**config.mk**
```make
export PLATFORM = sky130hd
export DESIGN_NAME = muldiv_ctrl
export DESIGN_NICKNAME = d
export VERILOG_FILES = /design/src/rtl/muldiv_ctrl_pkg.sv /design/src/rtl/muldiv_ctrl.sv
export SDC_FILE = /design/constraint.sdc
export NUM_CORES = 1
export LEC_CHECK = 0
export ABC_AREA = 1
export CORE_MARGIN = 2
export CORE_UTILIZATION = 45
export DETAILED_ROUTE_END_ITERATION = 16
export PLACE_DENSITY_LB_ADDON = 0.05
export SYNTH_ARGS = -nofsm -noshare
export SYNTH_HDL_FRONTEND = slang
export SYNTH_SLANG_ARGS = --single-unit
```
**constraint.sdc**
```tcl
create_clock -name clk -period 3.5 [get_ports clk]
set_clock_uncertainty 0.1 [all_clocks]
set_input_delay 0.35 -clock clk [delete_from_list [all_inputs] [get_ports clk]]
set_output_delay 0.35 -clock clk [all_outputs]
set_load 0.01 [all_outputs]
```
**src/rtl/muldiv_ctrl_pkg.sv**
```systemverilog
// Shared definitions for the multiply/divide sequencer and the main control unit.
package muldiv_ctrl_pkg;

  typedef enum logic [2:0] {
    S_IDLE  = 3'd0,
    S_RUN   = 3'd1,
    S_WRITE = 3'd2,
    S_DONE  = 3'd3,
    S_DIVZ  = 3'd4
  } state_t;

  localparam logic [1:0] OP_MULT = 2'b00;
  localparam logic [1:0] OP_DIV  = 2'b01;
  localparam logic [1:0] OP_DIVM = 2'b10;
  localparam logic [1:0] OP_RSVD = 2'b11;

  localparam int CYCLES_DEF = 32;

  function automatic logic is_div(input logic [1:0] o);
    return (o == OP_DIV) || (o == OP_DIVM);
  endfunction

endpackage

```
**src/rtl/muldiv_ctrl.sv**
```systemverilog
// Sequencer for the iterative multiplier/divider: launch, count CYCLES iterations, write Hi/Lo, signal done.
// Divide-by-zero is caught at start and reported in one cycle without launching the unit.
module muldiv_ctrl
  import muldiv_ctrl_pkg::*;
#(
  parameter int CYCLES = CYCLES_DEF
) (
  input  logic       clk,
  input  logic       reset,
  input  logic       start,
  input  logic [1:0] op,
  input  logic       divisor_zero,
  output logic       unit_start,
  output logic       mult_sel,
  output logic       DivSrcA,
  output logic       DivSrcB,
  output logic       HiCtrl,
  output logic       LoCtrl,
  output logic       Hi_W,
  output logic       Lo_W,
  output logic       busy,
  output logic       done,
  output logic       div_zero
);

  localparam logic [5:0] LAST = 6'(CYCLES - 1);

  state_t     state;
  logic [5:0] cnt;
  logic [1:0] op_q;
  logic [1:0] sel_op;

  // Selects track the live op while idle so the datapath is already steered when start arrives.
  assign sel_op   = (state == S_IDLE) ? op : op_q;
  assign mult_sel = (sel_op == OP_MULT);
  assign HiCtrl   = mult_sel;
  assign LoCtrl   = mult_sel;
  assign DivSrcA  = (sel_op == OP_DIV);
  assign DivSrcB  = (sel_op == OP_DIVM);

  always_ff @(posedge clk or negedge reset) begin
    if (!reset) begin
      state      <= S_IDLE;
      cnt        <= 6'd0;
      op_q       <= OP_MULT;
      unit_start <= 1'b0;
      Hi_W       <= 1'b0;
      Lo_W       <= 1'b0;
      busy       <= 1'b0;
      done       <= 1'b0;
      div_zero   <= 1'b0;
    end else begin
      unit_start <= 1'b0;
      Hi_W       <= 1'b0;
      Lo_W       <= 1'b0;
      done       <= 1'b0;
      div_zero   <= 1'b0;
      case (state)
        S_IDLE: begin
          if (start && (op != OP_RSVD)) begin
            op_q <= op;
            cnt  <= 6'd0;
            busy <= 1'b1;
            if (is_div(op) && divisor_zero) begin
              state    <= S_DIVZ;
              div_zero <= 1'b1;
              done     <= 1'b1;
            end else begin
              state      <= S_RUN;
              unit_start <= 1'b1;
            end
          end
        end
        S_RUN: begin
          cnt <= cnt + 6'd1;
          if (cnt == LAST) begin
            state <= S_WRITE;
            Hi_W  <= 1'b1;
            Lo_W  <= 1'b1;
          end
        end
        S_WRITE: begin
          state <= S_DONE;
          done  <= 1'b1;
        end
        S_DONE: begin
          state <= S_IDLE;
          busy  <= 1'b0;
        end
        S_DIVZ: begin
          state <= S_IDLE;
          busy  <= 1'b0;
        end
        default: begin
          state <= S_IDLE;
          busy  <= 1'b0;
        end
      endcase
    end
  end

endmodule
```
==> results by group, run 1 <==
Outcome
  – Status: completed

Logic synthesis
  – Synth Cell Area: 831 um2
  – Syn Area/Cell: 8.07 um2
  – Asr flop ratio synth: 100%
  – Synth top area cells: dfrtp_1 (48%), nand2_1 (14%), inv_1 (5.0%)
  – FF+latch count, synth: 16
  – Sequential element share of the synthesized area: 48.2%
  – Largest area contributor in the netlist: dfrtp_1
  – Post-synth EDFFs: 0
  – Cells after synthesis: 103
  – Yosys top cell area share: 48.2%
  – Number of distinct library cells after synthesis: 21
  – Mapped Nets: 111
  – Most used DFF post-synth: dfrtp_1
  – Synth warn: 0

Clock network
  – Clock Tree Root: clkbuf_4
  – # hold bufs at CTS: 0
  – H-tree Lvls: 1
  – Clk pin slew, worst setup/hold paths: 80 ps
  – Clk buf depth: 2
  – CTS Buf Count: 3
  – Clk Latency, worst-skew pair: 270 ps
  – Post-CTS Setup Inserts: 0
  – CTS tree: done
  – PostCTS Resize Cnt: 0
  – Sink Count: 16

Floorplan
  – Initial Utilization: 48.1%
  – Die area: 0.00221 mm2
  – Core area: 0.00173 mm2
  – I/O pin total: 17
  – Die height: 47.0 um
  – Die width: 47.0 um
  – FP Rows: 15

Setup path
  – Crit path max fanout: 6
  – Slowest cell delay on critical path: 560 ps
  – Crit-path cells: nor2_4 -> nand2_4 -> nand2_1 -> o21ai_0 -> nor2_1 -> clkdlybuf4s50_1
  – Worst Setup SP: state[0]
  – Critical R2R Launch: cnt[0]
  – Critical Path RT: 3050 ps
  – Startpoint type of the worst setup path: flop
  – CP arrival: 1840 ps
  – CP max-delay cell: clkdlybuf4s50_1
  – CP Class: flop to output pin
  – Worst Setup End Kind: output pin

Final layout
  – Commonest non-fill, non-tap cell in the layout: nand2_1
  – Most frequent cells in the layout: nand2_1 (32), dfrtp_1 (16), clkdlybuf4s50_1 (16)
  – Final core utilization: 59.2%
  – Ant. Diodes: 0
  – Synthesis-to-layout area growth: 23.0%
  – Layout cells sized above 1: 10.1%
  – Nets: 129
  – Filler instances: 170

Job
  – Max cap viols: 0

Detailed routing
  – DR WL/cell: 9.96 um
  – Via/cell ratio: 4.55
  – Pre-Repair DR Iteration Count: 4
  – Detailed-route via count: 655
  – # DRC: 0
  – Antenna-violating nets left: 0
  – Starting DRT DRC Count: 5
  – WL final: 1430 um

Global route
  – Gr ovfl total: 0
  – First-pass GRT wire length: 2580 um
  – Initial antenna violation count: 0
  – GRT Overall Usage: 17.2%
  – Largest net degree at the start of global routing: 17
  – Vias in the first global route: 594

Placement
  – Post-DP HPWL: 1150 um
  – Routability Congestion: 0.766
  – I/O Buffers: 16

Power and ir drop
  – PD cells: 753 mW/mm2
  – P_leak: 0.526 nW
  – Max VDD drop: 437 uV

Timing
  – Worst-margin pin slew: 695 ps
  – Setup TNS Final: 0 ps
  – Final Hold Viols: 0
  – Maximum clock rate: 437 MHz
  – Tmin final: 2290 ps
  – Max Slew Vio Count: 0
  – Max_slew headroom: 53.5%
  – RSZ-0062 raised after global routing: false
  – Final setup vio count: 0
  – Fin crit share: 65.4%

Hold path
  – Hold Crit Start: busy
  – Hold Path Class: flop to flop
-- path summary, 6_finish.rpt --
check                            to  slack [ps]  cells past startpoint
min reg2reg                    busy         380                      2
min                            busy         380                      2
max reg2reg                state[1]        2260                      7
min in group asynchronous    cnt[3]         390                      1
max                          HiCtrl        1210                      6
max in group asynchronous      busy        2470                      1
-- per-layer routing --
| layer | vias to the layer above | track usage, % | wire length (um) |
|---|---|---|---|
| met1 | 284 | 22.8 | 732 |
| met2 | 12 | 26.0 | 623 |
| li1 | 357 | - | - |
| met3 | 2 | 6.92 | 65 |
| met4 | 0 | 5.00 | 12 |
| met5 | - | 0 | 0 |
-- where the power goes --
group	internal [mW]	switching, mW
sequential	0.239	0.0475
combinational	0.186	0.207
clock	0.0399	0.0493
total	0.465	0.304
-- sequential cells by signal (all words and copies together) (netlist names) --
register,flops
Lo_W,1
busy,1
unit_start,1
op_q,2
div_zero,1
done,1
state,3
cnt,6
-- metrics by stage --
stage                     area, um2  cells  hold slack (ps)  power [mW]  setup slack (ps)
final                          1020    144              382       0.769              1210
after global routing           1020    144              428       0.858              1070
after CTS                      1020    144              387       0.782              1180
after detailed placement       1000    141              367       0.689              1330
after global placement         1000    141              359       0.683              1340
after floorplan                 831    103            -45.6       0.550              1860
-- synth_stat cells, types with 2 or more instances --
library cell,instances
inv_1,11
nand2_1,32
o21ai_0,3
buf_4,3
ha_1,2
o21ai_2,2
nor2_1,10
nand3_1,6
o21ai_1,6
dfrtp_1,16
nand2_2,2
-- cell families (layout without fill, tap and decap cells) --
kind of cell,count (synthesis),in the layout,synth area share [%]
adders and majority gates,2,2,3.01
buffers and inverters,15,31,8.43
DFF,16,16,48.2
AOI/OAI and AO/OA,14,14,9.94
and+or+nand+nor,56,56,30.4
-- final cells by class --
type	instances	area, um2	area share, %
sequential	16	400	39.2
multi-input combinational	72	360	35.3
timing repair buffer	16	160	15.7
inverter	12	47.5	4.65
tap	25	31.3	3.06
clock buffer	3	22.5	2.20
-- worst max-delay path: cells and delay by family, from the launching register on --
| kind | cells | cell delay [ps] |
|---|---|---|
| AOI/OAI and AO/OA | 1 | 70 |
| DFF | 1 | 440 |
| buffers and inverters | 1 | 560 |
| and+or+nand+nor | 4 | 490 |
No activity file was read; power rests on OpenSTA's default activity.
==> run 2, diff against run 1 <==
Clock period 3.5 ns to 2.39 ns, I/O delays scaled along.
==> results of run 2 <==
The final DEF is identical to that of run 1. Status: completed.
Among the figures that moved: setup slack after placement 1330 ps -> 442 ps; setup slack after layout 1210 ps -> 212 ps; hold slack 382 ps -> 279 ps; register-to-register setup slack 2260 ps -> 1150 ps; total power 0.769 mW -> 1.13 mW; worst IR drop on VDD 437 uV -> 639 uV
==> run 3, diff against run 2 <==
Settings changed: CELL_PAD_IN_SITES_DETAIL_PLACEMENT from default to 1, CELL_PAD_IN_SITES_GLOBAL_PLACEMENT from default to 1, CORE_MARGIN 2 to 5, CORE_UTILIZATION 45 to 36.
==> run 3 against run 2 <==
Effect of this change: final area increased by 2.0%; critical endpoint is now mult_sel; largest cell class unchanged; sequential power about the same; fmax decreased by 2.9%; critical path depth unchanged; critical path type unchanged.
==> results by group, run 3 (synthesis results as in run 1) <==
Outcome
  – Status: completed

Final layout
  – Largest register FFs: 6
  – Commonest non-fill, non-tap cell in the layout: nand2_1
  – Layout cells sized above 1: 10.8%
  – Final core utilization: 47.1%
  – Nets: 129
  – Most frequent cells in the layout: nand2_1 (32), dfrtp_1 (16), clkdlybuf4s50_1 (15)
  – Cell area after layout: 0.00104 mm2
  – Synthesis-to-layout area growth: 25.5%
  – Ant. Diodes: 0
  – Top Registers: cnt x6, state x3, op_q x2
  – Post-Layout Cell Count: 148
  – Biggest register: cnt

Setup path
  – Critical Path RT: 2050 ps
  – CP arrival: 1900 ps
  – Critical R2R Launch: cnt[0]
  – R2R setup slack: 1130 ps
  – R2R Path End: state[1]
  – Worst Setup End Kind: output pin
  – Startpoint type of the worst setup path: flop
  – Crit path max fanout: 6
  – CP Class: flop to output pin
  – FF-to-FF path depth: 7

Global route
  – GRT Overall Usage: 12.8%
  – Gr ovfl total: 0
  – Vias in the first global route: 753
  – First-pass GRT wire length: 3230 um
  – Initial antenna violation count: 0
  – Largest net degree at the start of global routing: 17

Timing
  – Fin worst setup slack: 148 ps
  – Worst-margin pin slew: 746 ps
  – Final Hold Viols: 0
  – Setup TNS Final: 0 ps
  – Max_slew headroom: 50.1%
  – Max Slew Vio Count: 0
  – Final setup vio count: 0
  – Fin crit share: 93.8%
  – Maximum clock rate: 446 MHz
  – Hold WS: 275 ps
  – RSZ-0062 raised after global routing: false
  – Tmin final: 2240 ps

Power and ir drop
  – P_leak: 0.544 nW
  – PD cells: 1150 mW/mm2
  – Max VDD drop: 571 uV
  – Overall power: 1.20 mW

Floorplan
  – Die height: 58.0 um
  – Core area: 0.00221 mm2
  – I/O pin total: 17
  – Die area: 0.00337 mm2
  – Initial Utilization: 37.6%
  – Die width: 58.0 um
  – FP Rows: 17

Detailed routing
  – Antenna-violating nets left: 0
  – WL final: 1860 um
  – Detailed-route via count: 714
  – Via/cell ratio: 4.82
  – # DRC: 0
  – Pre-Repair DR Iteration Count: 4
  – Starting DRT DRC Count: 8
  – DR WL/cell: 12.6 um

Clock network
  – Clk pin slew, worst setup/hold paths: 100 ps
  – Clock Tree Root: clkbuf_4
  – Sink Count: 16
  – Clk Latency, worst-skew pair: 290 ps
  – CTS Buf Count: 3
  – Post-CTS Setup Inserts: 0
  – CTS tree: done
  – Clk buf depth: 2
  – H-tree Lvls: 1

Placement
  – I/O Buffers: 16
  – Placed instance area: 0.00100 mm2
  – Routability Congestion: 0.745
  – Placed insts: 144
  – DP Worst Slack: 384 ps
  – Post-DP HPWL: 1510 um

Hold path
  – Hold Path Class: primary input to asynchronous set/reset pin

Job
  – Max cap viols: 0
## run 3: layout make-up
cell class	count	area, um2
fill	289	1170
sequential	16	400
multi-input combinational	72	360
timing repair buffer	16	163
inverter	12	47.5
clock buffer	4	36.3
tap	28	35.0
## run 3: per-layer routing
metal / share of wire [%] / GRT usage (%) / vias to the layer above
li1: - / - / 354
met1: 44 / 14.7 / 344
met2: 49 / 22.1 / 13
met3: 5.6 / 4.90 / 3
met4: 0.91 / 3.31 / 0
met5: 0 / 0 / -
## run 3: worst max-delay path by stage
stage | depth (start not counted) | slack [ps] | startpoint | endpoint
final | 6 | 150 | state[0] | mult_sel
after global routing | 6 | 20 | state[0] | HiCtrl
after CTS | 6 | 110 | state[0] | HiCtrl
after detailed placement | 5 | 380 | op[0] | DivSrcA
after global placement | 5 | 420 | op[0] | DivSrcA
after floorplan | 6 | 860 | state[0] | LoCtrl
## run 3: worst max-delay path: stages, from the launching register on
cell	delay, ps
dfrtp_1	450
nor2_4	190
nand2_4	100
nand2_1	80
o21ai_0	80
nor2_1	160
clkdlybuf4s50_1	560
## run 3: report_power, final
group / total (mW) / internal (mW) / switching [mW]
combinational: 0.596 / 0.270 / 0.326
sequential: 0.421 / 0.350 / 0.0715
clock: 0.179 / 0.0929 / 0.0866
## run 3: what timing repair did
| item | in CTS | in global routing |
|---|---|---|
| hold endpoints to repair | 0 | 0 |
| hold buffers | 0 | 0 |
| gates resized for setup | 0 | 1 |
| endpoints found under the setup margin | 0 | 1 |
